## src/rtl/frg_bench_pkg.sv

```systemverilog
// Shared types and constants for the frg stimulus/signature engine.
// Holds the FSM state enum, default widths and the LFSR/MISR polynomials.
package frg_bench_pkg;

  localparam int IN_W_DEF  = 28;
  localparam int OUT_W_DEF = 3;
  localparam int SIG_W_DEF = 16;
  localparam int CNT_W_DEF = 16;

  // x^28 + x^25 + 1, Galois right-shift form
  localparam logic [27:0] LFSR_TAPS_28 = 28'h9000000;
  localparam logic [15:0] MISR_POLY_16 = 16'hB400;

  typedef enum logic [1:0] {
    IDLE,
    LOAD,
    RUN,
    DONE
  } state_e;

endpackage

```

## src/rtl/frg_misr.sv

```systemverilog
// Galois right-shift MISR that compacts netlist responses into a signature.
// Clear has priority over enable; response bits land in the low bits.
module frg_misr
  import frg_bench_pkg::*;
#(
  parameter int               SIG_W = SIG_W_DEF,
  parameter int               OUT_W = OUT_W_DEF,
  parameter logic [SIG_W-1:0] POLY  = SIG_W'(MISR_POLY_16)
) (
  input  logic             clk,
  input  logic             rst,
  input  logic             clr_i,
  input  logic             en_i,
  input  logic [OUT_W-1:0] din_i,
  output logic [SIG_W-1:0] sig_o
);

  logic [SIG_W-1:0] sig_q;
  logic [SIG_W-1:0] sig_d;
  logic [SIG_W-1:0] shifted;

  // shift with feedback, then inject the response
  always_comb begin
    shifted = {1'b0, sig_q[SIG_W-1:1]};
    if (sig_q[0]) shifted = shifted ^ POLY;
    sig_d = sig_q;
    if (clr_i)     sig_d = '0;
    else if (en_i) sig_d = shifted ^ SIG_W'(din_i);
  end

  // signature register
  always_ff @(posedge clk) begin
    if (rst) sig_q <= '0;
    else     sig_q <= sig_d;
  end

  assign sig_o = sig_q;

endmodule

```

## src/rtl/frg_stim_sig_engine.sv

```systemverilog
// LFSR stimulus generator and MISR response compactor for frg benchmarks.
// Define FRG_STIM_STALL_EN to add a stall input that freezes RUN cycles.
module frg_stim_sig_engine
  import frg_bench_pkg::*;
#(
  parameter int               IN_W      = IN_W_DEF,
  parameter int               OUT_W     = OUT_W_DEF,
  parameter int               SIG_W     = SIG_W_DEF,
  parameter int               CNT_W     = CNT_W_DEF,
  parameter logic [IN_W-1:0]  LFSR_TAPS = IN_W'(LFSR_TAPS_28),
  parameter logic [SIG_W-1:0] MISR_POLY = SIG_W'(MISR_POLY_16)
) (
  input  logic             clk,
  input  logic             rst,
  input  logic             start,
  input  logic [IN_W-1:0]  seed,
  input  logic [CNT_W-1:0] num_vec,
`ifdef FRG_STIM_STALL_EN
  input  logic             stall,
`endif
  output logic [IN_W-1:0]  vec_out,
  output logic             vec_valid,
  input  logic [OUT_W-1:0] resp_in,
  output logic             busy,
  output logic             done,
  output logic [SIG_W-1:0] signature,
  output logic [CNT_W-1:0] vec_count
);

  state_e           state_q, state_d;
  logic [IN_W-1:0]  lfsr_q, lfsr_d;
  logic [IN_W-1:0]  hold_q, hold_d;
  logic [CNT_W-1:0] cnt_q, cnt_d;
  logic [CNT_W-1:0] num_q, num_d;
  logic [IN_W-1:0]  lfsr_nx;
  logic             stall_w;
  logic             accept;
  logic             adv;
  logic             last;

`ifdef FRG_STIM_STALL_EN
  assign stall_w = stall;
`else
  assign stall_w = 1'b0;
`endif

  assign accept = (state_q == IDLE) && start;
  assign adv    = (state_q == RUN) && !stall_w;
  assign last   = (cnt_q == num_q - CNT_W'(1));

  // state register
  always_ff @(posedge clk) begin
    if (rst) state_q <= IDLE;
    else     state_q <= state_d;
  end

  // next-state logic
  always_comb begin
    state_d = state_q;
    unique case (state_q)
      IDLE: if (start) state_d = LOAD;
      LOAD: state_d = (num_q == '0) ? DONE : RUN;
      RUN:  if (adv && last) state_d = DONE;
      DONE: state_d = IDLE;
      default: state_d = IDLE;
    endcase
  end

  // outputs decoded from state; vec_out holds the last applied vector
  always_comb begin
    busy      = (state_q == LOAD) || (state_q == RUN);
    done      = (state_q == DONE);
    vec_valid = adv;
    vec_out   = (state_q == RUN) ? lfsr_q : hold_q;
  end

  // datapath next values: seed load on accept, advance on applied vectors
  always_comb begin
    lfsr_nx = {1'b0, lfsr_q[IN_W-1:1]};
    if (lfsr_q[0]) lfsr_nx = lfsr_nx ^ LFSR_TAPS;
    lfsr_d = lfsr_q;
    hold_d = hold_q;
    cnt_d  = cnt_q;
    num_d  = num_q;
    if (accept) begin
      lfsr_d = (seed == '0) ? IN_W'(1) : seed;
      cnt_d  = '0;
      num_d  = num_vec;
    end else if (adv) begin
      lfsr_d = lfsr_nx;
      hold_d = lfsr_q;
      cnt_d  = cnt_q + CNT_W'(1);
    end
  end

  // datapath registers
  always_ff @(posedge clk) begin
    if (rst) begin
      lfsr_q <= '0;
      hold_q <= '0;
      cnt_q  <= '0;
      num_q  <= '0;
    end else begin
      lfsr_q <= lfsr_d;
      hold_q <= hold_d;
      cnt_q  <= cnt_d;
      num_q  <= num_d;
    end
  end

  frg_misr #(
    .SIG_W (SIG_W),
    .OUT_W (OUT_W),
    .POLY  (MISR_POLY)
  ) u_misr (
    .clk   (clk),
    .rst   (rst),
    .clr_i (accept),
    .en_i  (adv),
    .din_i (resp_in),
    .sig_o (signature)
  );

  assign vec_count = cnt_q;

endmodule

```

## config.mk

```make
export PLATFORM = sky130hd
export DESIGN_NAME = frg_stim_sig_engine
export DESIGN_NICKNAME = d
export VERILOG_FILES = /design/src/rtl/frg_bench_pkg.sv /design/src/rtl/frg_misr.sv /design/src/rtl/frg_stim_sig_engine.sv
export SDC_FILE = /design/constraint.sdc
export NUM_CORES = 1
export LEC_CHECK = 0
export ABC_AREA = 1
export ABC_CLOCK_PERIOD_IN_PS = 1700
export CORE_MARGIN = 3
export CORE_UTILIZATION = 30
export DETAILED_ROUTE_END_ITERATION = 10
export SETUP_SLACK_MARGIN = 0.02
export SLEW_MARGIN = 20
export SYNTH_ARGS = -nofsm -noshare
export SYNTH_HDL_FRONTEND = slang
export SYNTH_HIERARCHICAL = 1
export SYNTH_SLANG_ARGS = --single-unit
```

## constraint.sdc

```tcl
create_clock -name clk -period 1.7 [get_ports clk]
set_input_delay 0.34 -clock clk [delete_from_list [all_inputs] [get_ports clk]]
set_output_delay 0.34 -clock clk [all_outputs]
set_load 0.05 [all_outputs]
```

-- Word-level counts from Yosys, hierarchy flattened
Cells that the tools add are included.
- logic and storage cells: 36
- bits of input ports: 50
- register bits: 106
- output and inout port bits: 63
- equality and inequality tests: 6
- $add $sub $neg: 2
- reduce and logical (&&, ||, !) cells: 9
- multiplexer cells: 10
- bitwise gates (word level): 3
- operators by type and width (operator ; number):
    28-bit 2-to-1 mux ; 5
    28-bit logical NOT ; 1
    16-bit by 1-bit adder with 16-bit output, second input constant ; 1
    16-bit == test ; 1
    16-bit logical NOT ; 1
    16-bit 2-to-1 mux ; 1
    16-bit by 1-bit subtractor with 16-bit output, second input constant ; 1
    16-bit by 3-bit XOR with 16-bit output ; 1
    2-bit one-hot mux with 4 select lines ; 1
    2-bit == test, second input constant ; 2
    2-bit 2-to-1 mux ; 2
    3-bit NOT with 4-bit output ; 1
    2-bit by 1-bit == test with 1-bit output, second input constant ; 1
    1-bit logical AND ; 2
    2-bit logical NOT ; 1
    2-bit by 1-bit inequality test with 1-bit output, second input constant ; 1
    2-bit inequality test, second input constant ; 1
    1-bit NOT with 2-bit output ; 1
    2-bit AND reduction ; 1
    2-bit nonzero test ; 1
    2-bit OR reduction ; 1
    1-bit logical OR ; 1
    1-bit 2-to-1 mux ; 1

-- Longest topological paths before layout
Gate-level depths: netlist of run 1.
- word-level depth: 5
- gate-level depth with buffers: 16
- gate-level depth less buffers: 16

-- Hierarchy
Netlist of run 1, hierarchy kept.
- by module, submodules not included (module ; area each (sq um) ; cells an instance ; seq. area each (sq um) ; times used):
    frg_stim_sig_engine ; 4732.0 ; 711 ; 1801.7 ; 1
    frg_misr ; 784.5 ; 118 ; 320.3 ; 1

-- Least setup slack after synthesis of run 1
OpenSTA, ideal clock, no wires.
- path kind: register to output
- from: reg state_q[0]
- to: out vec_out[20]
- stages on the path, launching flop included: 6
- required time: 1360 ps
- setup slack: -1268 ps
- arrival: 2628 ps
- cell sequence: dfxtp_1 > inv_1 > ha_1 > inv_2 > clkbuf_1 > o21ai_0
- longest elaborated chain between the ends: 2
- RTL lines (element ; RTL line ; source):
    start, declared ; frg_stim_sig_engine.sv:30 ; state_e state_q, state_d;
    start signal, assigned ; frg_stim_sig_engine.sv:54 ; else state_q <= state_d;
    2-bit == test ; - ;
    named net vec_valid ; frg_stim_sig_engine.sv:22 ; output logic vec_valid,
    28-bit 2-to-1 mux ; - ;
    end, declared ; frg_stim_sig_engine.sv:21 ; output logic [IN_W-1:0] vec_out,
The timed path passes the listed nets, and every way through them passes these cells.

-- Final worst setup path of run 1
- from: reg state_q[0]
- to: out vec_out[20]
- longest elaborated chain between the ends: 2
- RTL lines (element ; RTL line ; source):
    2-bit == test ; frg_stim_sig_engine.sv:74 ; vec_out = (state_q == RUN) ? lfsr_q : hold_q;
    28-bit 2-to-1 mux ; - ;
No other way between the ends.

==> flow_summary.toml, run 1 <==
[outcome]
outcome = "finished, violations left"
violations = "negative setup slack"

[job]
maxCapViolations = 0

[clock_network]
clkLatencyLatePin_ns = 0.35
clk_pin_slew_ns = 0.07
cts-htree-levels = 3
cts.path.max_buffers = 2
cts_tree = "yes"
cts_buffers = 9
root_buffer = "clkbuf_16"
cts.sinks = 106

[min_path]
min-delay-start = "hold_q[21]$_SDFFE_PP0N_"
hold_end = "hold_q[21]$_SDFFE_PP0N_"
holdPathStages = 2
hold_class = "flip-flop to flip-flop"

[worst_setup_path]
critical_path.top_delay_family = "buffers and inverters"
crit_type = "flip-flop to output pin"
crit_buf_inv = 6
ff2ff_setup_slack_ns = -0.10
reg2reg_depth = 12
worstSetupPathDepth = 8
reg2reg_to = "hold_q[5]$_SDFFE_PP0N_"
path_max_fanout = 8
reg2reg_from = "state_q[0]$_SDFFE_PP0P_"
start_kind = "flip-flop"
crit_path_frequent_cell = "buf_12"
end_kind = "output pin"
crit_chain = "inv_4 > ha_4 > buf_6 > inv_8 > buf_12 > buf_12 > o21ai_4 > buf_12"
cp_slowest_cell = "dfxtp_2"
cp.required_ns = 1.36
worstPathArrival_ns = 1.64
max_stage_delay_ns = 0.34

[route]
vias_per_cell = 4.67
wl_per_cell_um = 14.1
vias = 5698
drc = 0
first_pass_iters = 4
drt_wl_total_um = 17300
ant_nets = 0
drt_iter0_markers = 238

[logic_synthesis]
synth_flop_cell = "dfxtp_1"
netlist_instances = 829
syn_area_mm2 = 0.00552
ys_seq_area_share_pct = 38.5
ys_warn_count = 6
synthTopCellsByArea = "dfxtp_1 38%, nand2_1 14%, inv_1 8.2%, o21ai_0 7.7%, a21oi_1 6.4%"
yosysTopAreaCellShare_pct = 38.5
ys_seq_elements = 106
async_reset_ff_share_pct = 0
syn_nets = 887
ys_top_cells_by_count = "206 x nand2_1, 120 x inv_1, 106 x dfxtp_1, 85 x o21ai_0, 71 x a21oi_1"
yosys.cell_types.count = 34
synth_top_area_cell = "dfxtp_1"
synth_enable_flop_cells = 0
syn_avg_cell_area_um2 = 6.65
post-synth-top-count-cell = "nand2_1"

[final_layout]
post-route-util_pct = 51.4
num_antenna_cells = 0
nFillCells = 1674
area_delta_synth_final_pct = 64.5
drive_gt1_share_pct = 32.1
final_cells = 1221
nNetsFinal = 1049

[die]
die_y_um = 142
num_io_pins = 113
die_width_um = 142
dieArea_mm2 = 0.0201
initial_core_util_pct = 31.2
core.rowCount = 48
coreArea_mm2 = 0.0177

[placed_design]
portBuffers = 112
dp_hpwl_um = 12100
gp_congestion = 0.829
dp_cells = 1182

[timing]
finalSetupViolations = 54
hold_ws_ns = 0.465
hold_violations = 0
worstMarginPinSlew_ns = 0.356
finalCritPeriodShare_pct = 117
relSlewSlack_pct = 76.3
fin_crit_ns = 1.98
layout_setup_ws_ns = -0.284
max_freq_mhz = 504
slew_viol_final = 0
fin_skew_ns = 0.00598
rsz0062_at_grt = "yes"

[global_routing]
grt_overflow_total = 0
grt_max_degree = 33
grtUsageTotal_pct = 17.2
grt_pass1_wl_um = 28000
grt_pass1_vias = 5540
antenna_found_initial = 0

[power_and_ir_drop]
powerDensity_mw_per_mm2 = 1470
power.leakage_nw = 3.91
ir_drop_v = 0.000972
[registers in the layout, summed over array words and instances, names as in the netlist]
name,cells
u_misr/sig_o,16
hold_q,28
vec_count,16
lfsr_q,28
state_q,2
num_q,16
[cells by family after synthesis]
logic type / count (synthesis) / synth area share [%]
buffers and inverters: 174 / 13.2
and+or+nand+nor: 345 / 26.8
AOI/OAI and AO/OA: 184 / 17.9
xor gates and xnor gates: 12 / 1.91
DFF: 106 / 38.5
adders and majority gates: 8 / 1.81
[final cells by class]
| type | instances | area, um2 | area share, % |
|---|---|---|---|
| sequential | 106 | 2140 | 23.5 |
| tap | 225 | 282 | 3.10 |
| inverter | 127 | 505 | 5.57 |
| clock inverter | 5 | 61.3 | 0.675 |
| clock buffer | 11 | 253 | 2.78 |
| timing repair buffer | 198 | 2420 | 26.7 |
| multi-input combinational | 549 | 3410 | 37.6 |
[power breakdown]
group	total (mW)	switching [mW]	internal (mW)
Clock	2.22	0.992	1.23
Combinational	7.74	4.29	3.45
Sequential	3.41	0.425	2.98
Total	13.4	5.71	7.66
[layout by cell type (no fill, tap or decap), drive strengths merged, types with 5 or more instances in the layout]
master	count
ha	8
clkbuf	15
nand3	28
xnor2	5
nand2	214
o21ai	89
dfxtp	106
nor2	71
buf	144
nor3	18
a21oi	71
clkdlybuf4s50	49
xor2	7
nor4	6
o211ai	17
inv	126
[routing by layer]
layer	share of wire [%]	track usage (%)	up-vias	routed length, um
met5	0	0	-	0
met4	1.3	3.79	0	221
met3	6.1	4.95	14	1050
met2	46	28.0	143	8010
met1	46	22.7	2574	7990
li1	-	-	2967	-
[tightest hold or removal path, cell delays in order (launching register included)]
cell and delay [ns]:
dfxtp_1 0.31, nand2_1 0.06, a21oi_1 0.05
[worst max-delay path by stage]
stage	slack, ns	from	endpoint
finish	-0.28	state_q[0]$_SDFFE_PP0P_	vec_out[20]
detailed placement	-0.26	seed[21]	lfsr_q[0]$_SDFFE_PP0P_
global route	-0.34	state_q[0]$_SDFFE_PP0P_	vec_out[20]
floorplan	0.02	state_q[0]$_SDFFE_PP0P_	vec_out[0]
CTS	-0.31	state_q[0]$_SDFFE_PP0P_	vec_out[20]
global placement	-0.27	seed[20]	lfsr_q[0]$_SDFFE_PP0P_
[per-stage QoR]
step                      power (mW)  area, um2  setup TNS (ns)  setup WS [ns]
final                           13.4       9080           -7.01         -0.284
after global routing            14.2       9080          -11.49         -0.339
after CTS                       13.1       8790           -7.57         -0.310
after detailed placement        10.0       7930           -2.75         -0.259
after global placement          9.95       7930           -3.10         -0.275
after floorplan                 7.49       5910               0         0.0160
[timing repair]
| item | CTS | global route |
|---|---|---|
| setup buffers | 10 | 6 |
| hold buffers | 0 | 0 |
| pin swaps | 23 | 17 |
| resized for setup | 124 | 45 |
| cloned | 4 | 4 |
| setup endpoints to repair | 60 | 119 |
Power figures use the tool's default switching activity.
==> run 2, diff against run 1 <==
- GPL_ROUTABILITY_DRIVEN: default -> 1
- PLACE_DENSITY: default -> 0.55
==> run 2 against run 1 <==
  * The flow still finishes with violations (negative setup slack)
  * Worst hold slack improved by 0.015 ns
  * Largest cell class unchanged
  * Critical path depth is the same
  * First-iteration DRC count increased by 16%
  * Largest power group unchanged
  * Non-clock buffer count increased by 17
  * Register-to-register slack worse by 0.02 ns
==> flow_summary.toml, run 2 (synthesized netlist as in run 1, its figures left out) <==
[clock_network]
clk_pin_slew_ns = 0.07
cts.sinks = 106
cts_hold_buf = 0
clkLatencyLatePin_ns = 0.36
cts_buffers = 9
cts_tree = "yes"
root_buffer = "clkbuf_16"
cts.path.max_buffers = 2
cts-htree-levels = 3

[global_routing]
grt_pass1_wl_um = 27200
grtUsageTotal_pct = 16.8
grt_max_degree = 41
antenna_found_initial = 0
grt_overflow_total = 0
grt_pass1_vias = 5450

[timing]
max_freq_mhz = 516
fin_skew_ns = 0.00823
layout_setup_ws_ns = -0.240
hold_ws_ns = 0.480
slew_viol_final = 0
worstMarginPinSlew_ns = 0.365
setup_tns_ns = -6.44
relSlewSlack_pct = 75.7
finalSetupViolations = 35
finalCritPeriodShare_pct = 114
rsz0062_at_grt = "yes"
fin_crit_ns = 1.94
hold_violations = 0

[placed_design]
portBuffers = 112
dp_slack_ns = -0.232
dp_hpwl_um = 11700
gp_congestion = 0.797

[route]
drt_wl_total_um = 16700
vias_per_cell = 4.61
first_pass_iters = 4
vias = 5701
wl_per_cell_um = 13.5
ant_nets = 0
drt_iter0_markers = 276
drc = 0

[worst_setup_path]
max_stage_delay_ns = 0.34
crit_type = "flip-flop to output pin"
crit_path_frequent_cell = "buf_12"
cp.required_ns = 1.36
start_kind = "flip-flop"
path_max_fanout = 6
cp_slowest_cell = "dfxtp_2"
worstPathArrival_ns = 1.60
crit_chain = "inv_4 > ha_4 > inv_8 > buf_6 > buf_12 > nand2_2 > o21ai_4 > buf_12"
end_kind = "output pin"
reg2reg_depth = 16

[power_and_ir_drop]
power.leakage_nw = 3.81
seqPwrFrac_pct = 25.2
power_switching_mw = 5.56
ir_drop_v = 0.000793
p_int_mw = 7.80
combPwrFrac_pct = 56.5
powerDensity_mw_per_mm2 = 1480
swShare_pct = 41.6
clkPwrFrac_pct = 18.3

[final_layout]
num_antenna_cells = 0
nFillCells = 1742
final_cell_mix = "186 x nand2_1, 110 x inv_1, 96 x dfxtp_1, 96 x buf_4, 70 x a21oi_1"
drive_gt1_share_pct = 30.4
nNetsFinal = 1066
multi_input_area_mm2 = 0.00326
final_common_cell = "nand2_1"
top_regs = "hold_q (28), lfsr_q (28)"
area_delta_synth_final_pct = 63.2
regArea_mm2 = 0.00214

[die]
die_y_um = 142
dieArea_mm2 = 0.0201
core.rowCount = 48
die_width_um = 142
initial_core_util_pct = 31.2
coreArea_mm2 = 0.0177
num_io_pins = 113

[min_path]
hold_class = "flip-flop to flip-flop"
holdPathStages = 2

[outcome]
outcome = "finished, violations left"
violations = "negative setup slack"

[job]
maxCapViolations = 0
[run 2: changes by cell type in the layout (fill, tap and decap cells not counted), moves of 4 or more]
cell       change
o21ai_1        +4
nor3_1         +5
o21ai_2       -13
clkbuf_16      -4
buf_12         -4
nand2_4        -5
buf_4         +17
nand2_2        -4
o21ai_0       +10
buf_6          +8
nand2_1        +9
[run 2: cell type report]
| cell class | instances | area share [%] |
|---|---|---|
| clock buffers | 9 | 2.50 |
| clock inverters | 7 | 1.29 |
| inverters | 127 | 5.54 |
| multi-input cells | 549 | 36.2 |
| flip-flops and latches | 106 | 23.7 |
| well taps | 225 | 3.13 |
| repair buffers | 215 | 27.6 |
[run 2: power groups by stage]
stage | Combinational, mW | Sequential, mW | Clock (mW)
2_1_floorplan | 4.15 | 3.34 | 0
3_3_place_gp | 6.57 | 3.38 | 0
3_5_place_dp | 6.58 | 3.38 | 0
4_1_cts | 7.41 | 3.36 | 2.52
5_1_grt | 8.19 | 3.43 | 2.60
6_report | 7.54 | 3.37 | 2.45
[run 2: per-stage QoR]
stage	cell area (um2)	util, %	std cells	total power [mW]
CTS	8880	50.3	1235	13.3
detailed placement	8060	45.6	1204	9.97
finish	9000	51.0	1238	13.4
global placement	8060	45.6	1204	9.94
global route	9000	51.0	1238	14.2
floorplan	5910	-	829	7.49
[run 2: path summary, 6_finish.rpt]
check,end,from,slack [ns]
setup reg to reg,state_q[0]$_SDFFE_PP0P_,num_q[0]$_SDFFE_PP0P_,-0.12
setup / recovery,vec_out[22],state_q[0]$_SDFFE_PP0P_,-0.24
hold reg to reg,u_misr/sig_o[6]$_SDFFE_PP0P_,u_misr/sig_o[7]$_SDFFE_PP0P_,0.48
hold / removal,u_misr/sig_o[6]$_SDFFE_PP0P_,u_misr/sig_o[7]$_SDFFE_PP0P_,0.48
[run 2: per-layer routing]
| layer | vias to the layer above | track usage [%] | part of all wire (%) |
|---|---|---|---|
| met4 | 0 | 3.33 | 0.87 |
| met5 | - | 0 | 0 |
| met1 | 2586 | 22.4 | 48 |
| li1 | 2986 | - | - |
| met3 | 13 | 4.65 | 5.4 |
| met2 | 116 | 27.5 | 46 |
[run 2: timing repair]
action	CTS	global route
endpoints found under the setup margin	59	102
pin swaps	21	19
gates cloned	4	0
buffers inserted	11	4
resized for setup	76	49
[run 2: worst max-delay path, delay by kind of cell (launching register included)]
kind / cells / cell delay [ns]
flip-flops: 1 / 0.34
AND/OR/NAND/NOR: 1 / 0.07
AO/OA/AOI/OAI: 1 / 0.07
adder cells (fa/ha/maj): 1 / 0.23
buffers and inverters: 5 / 0.53
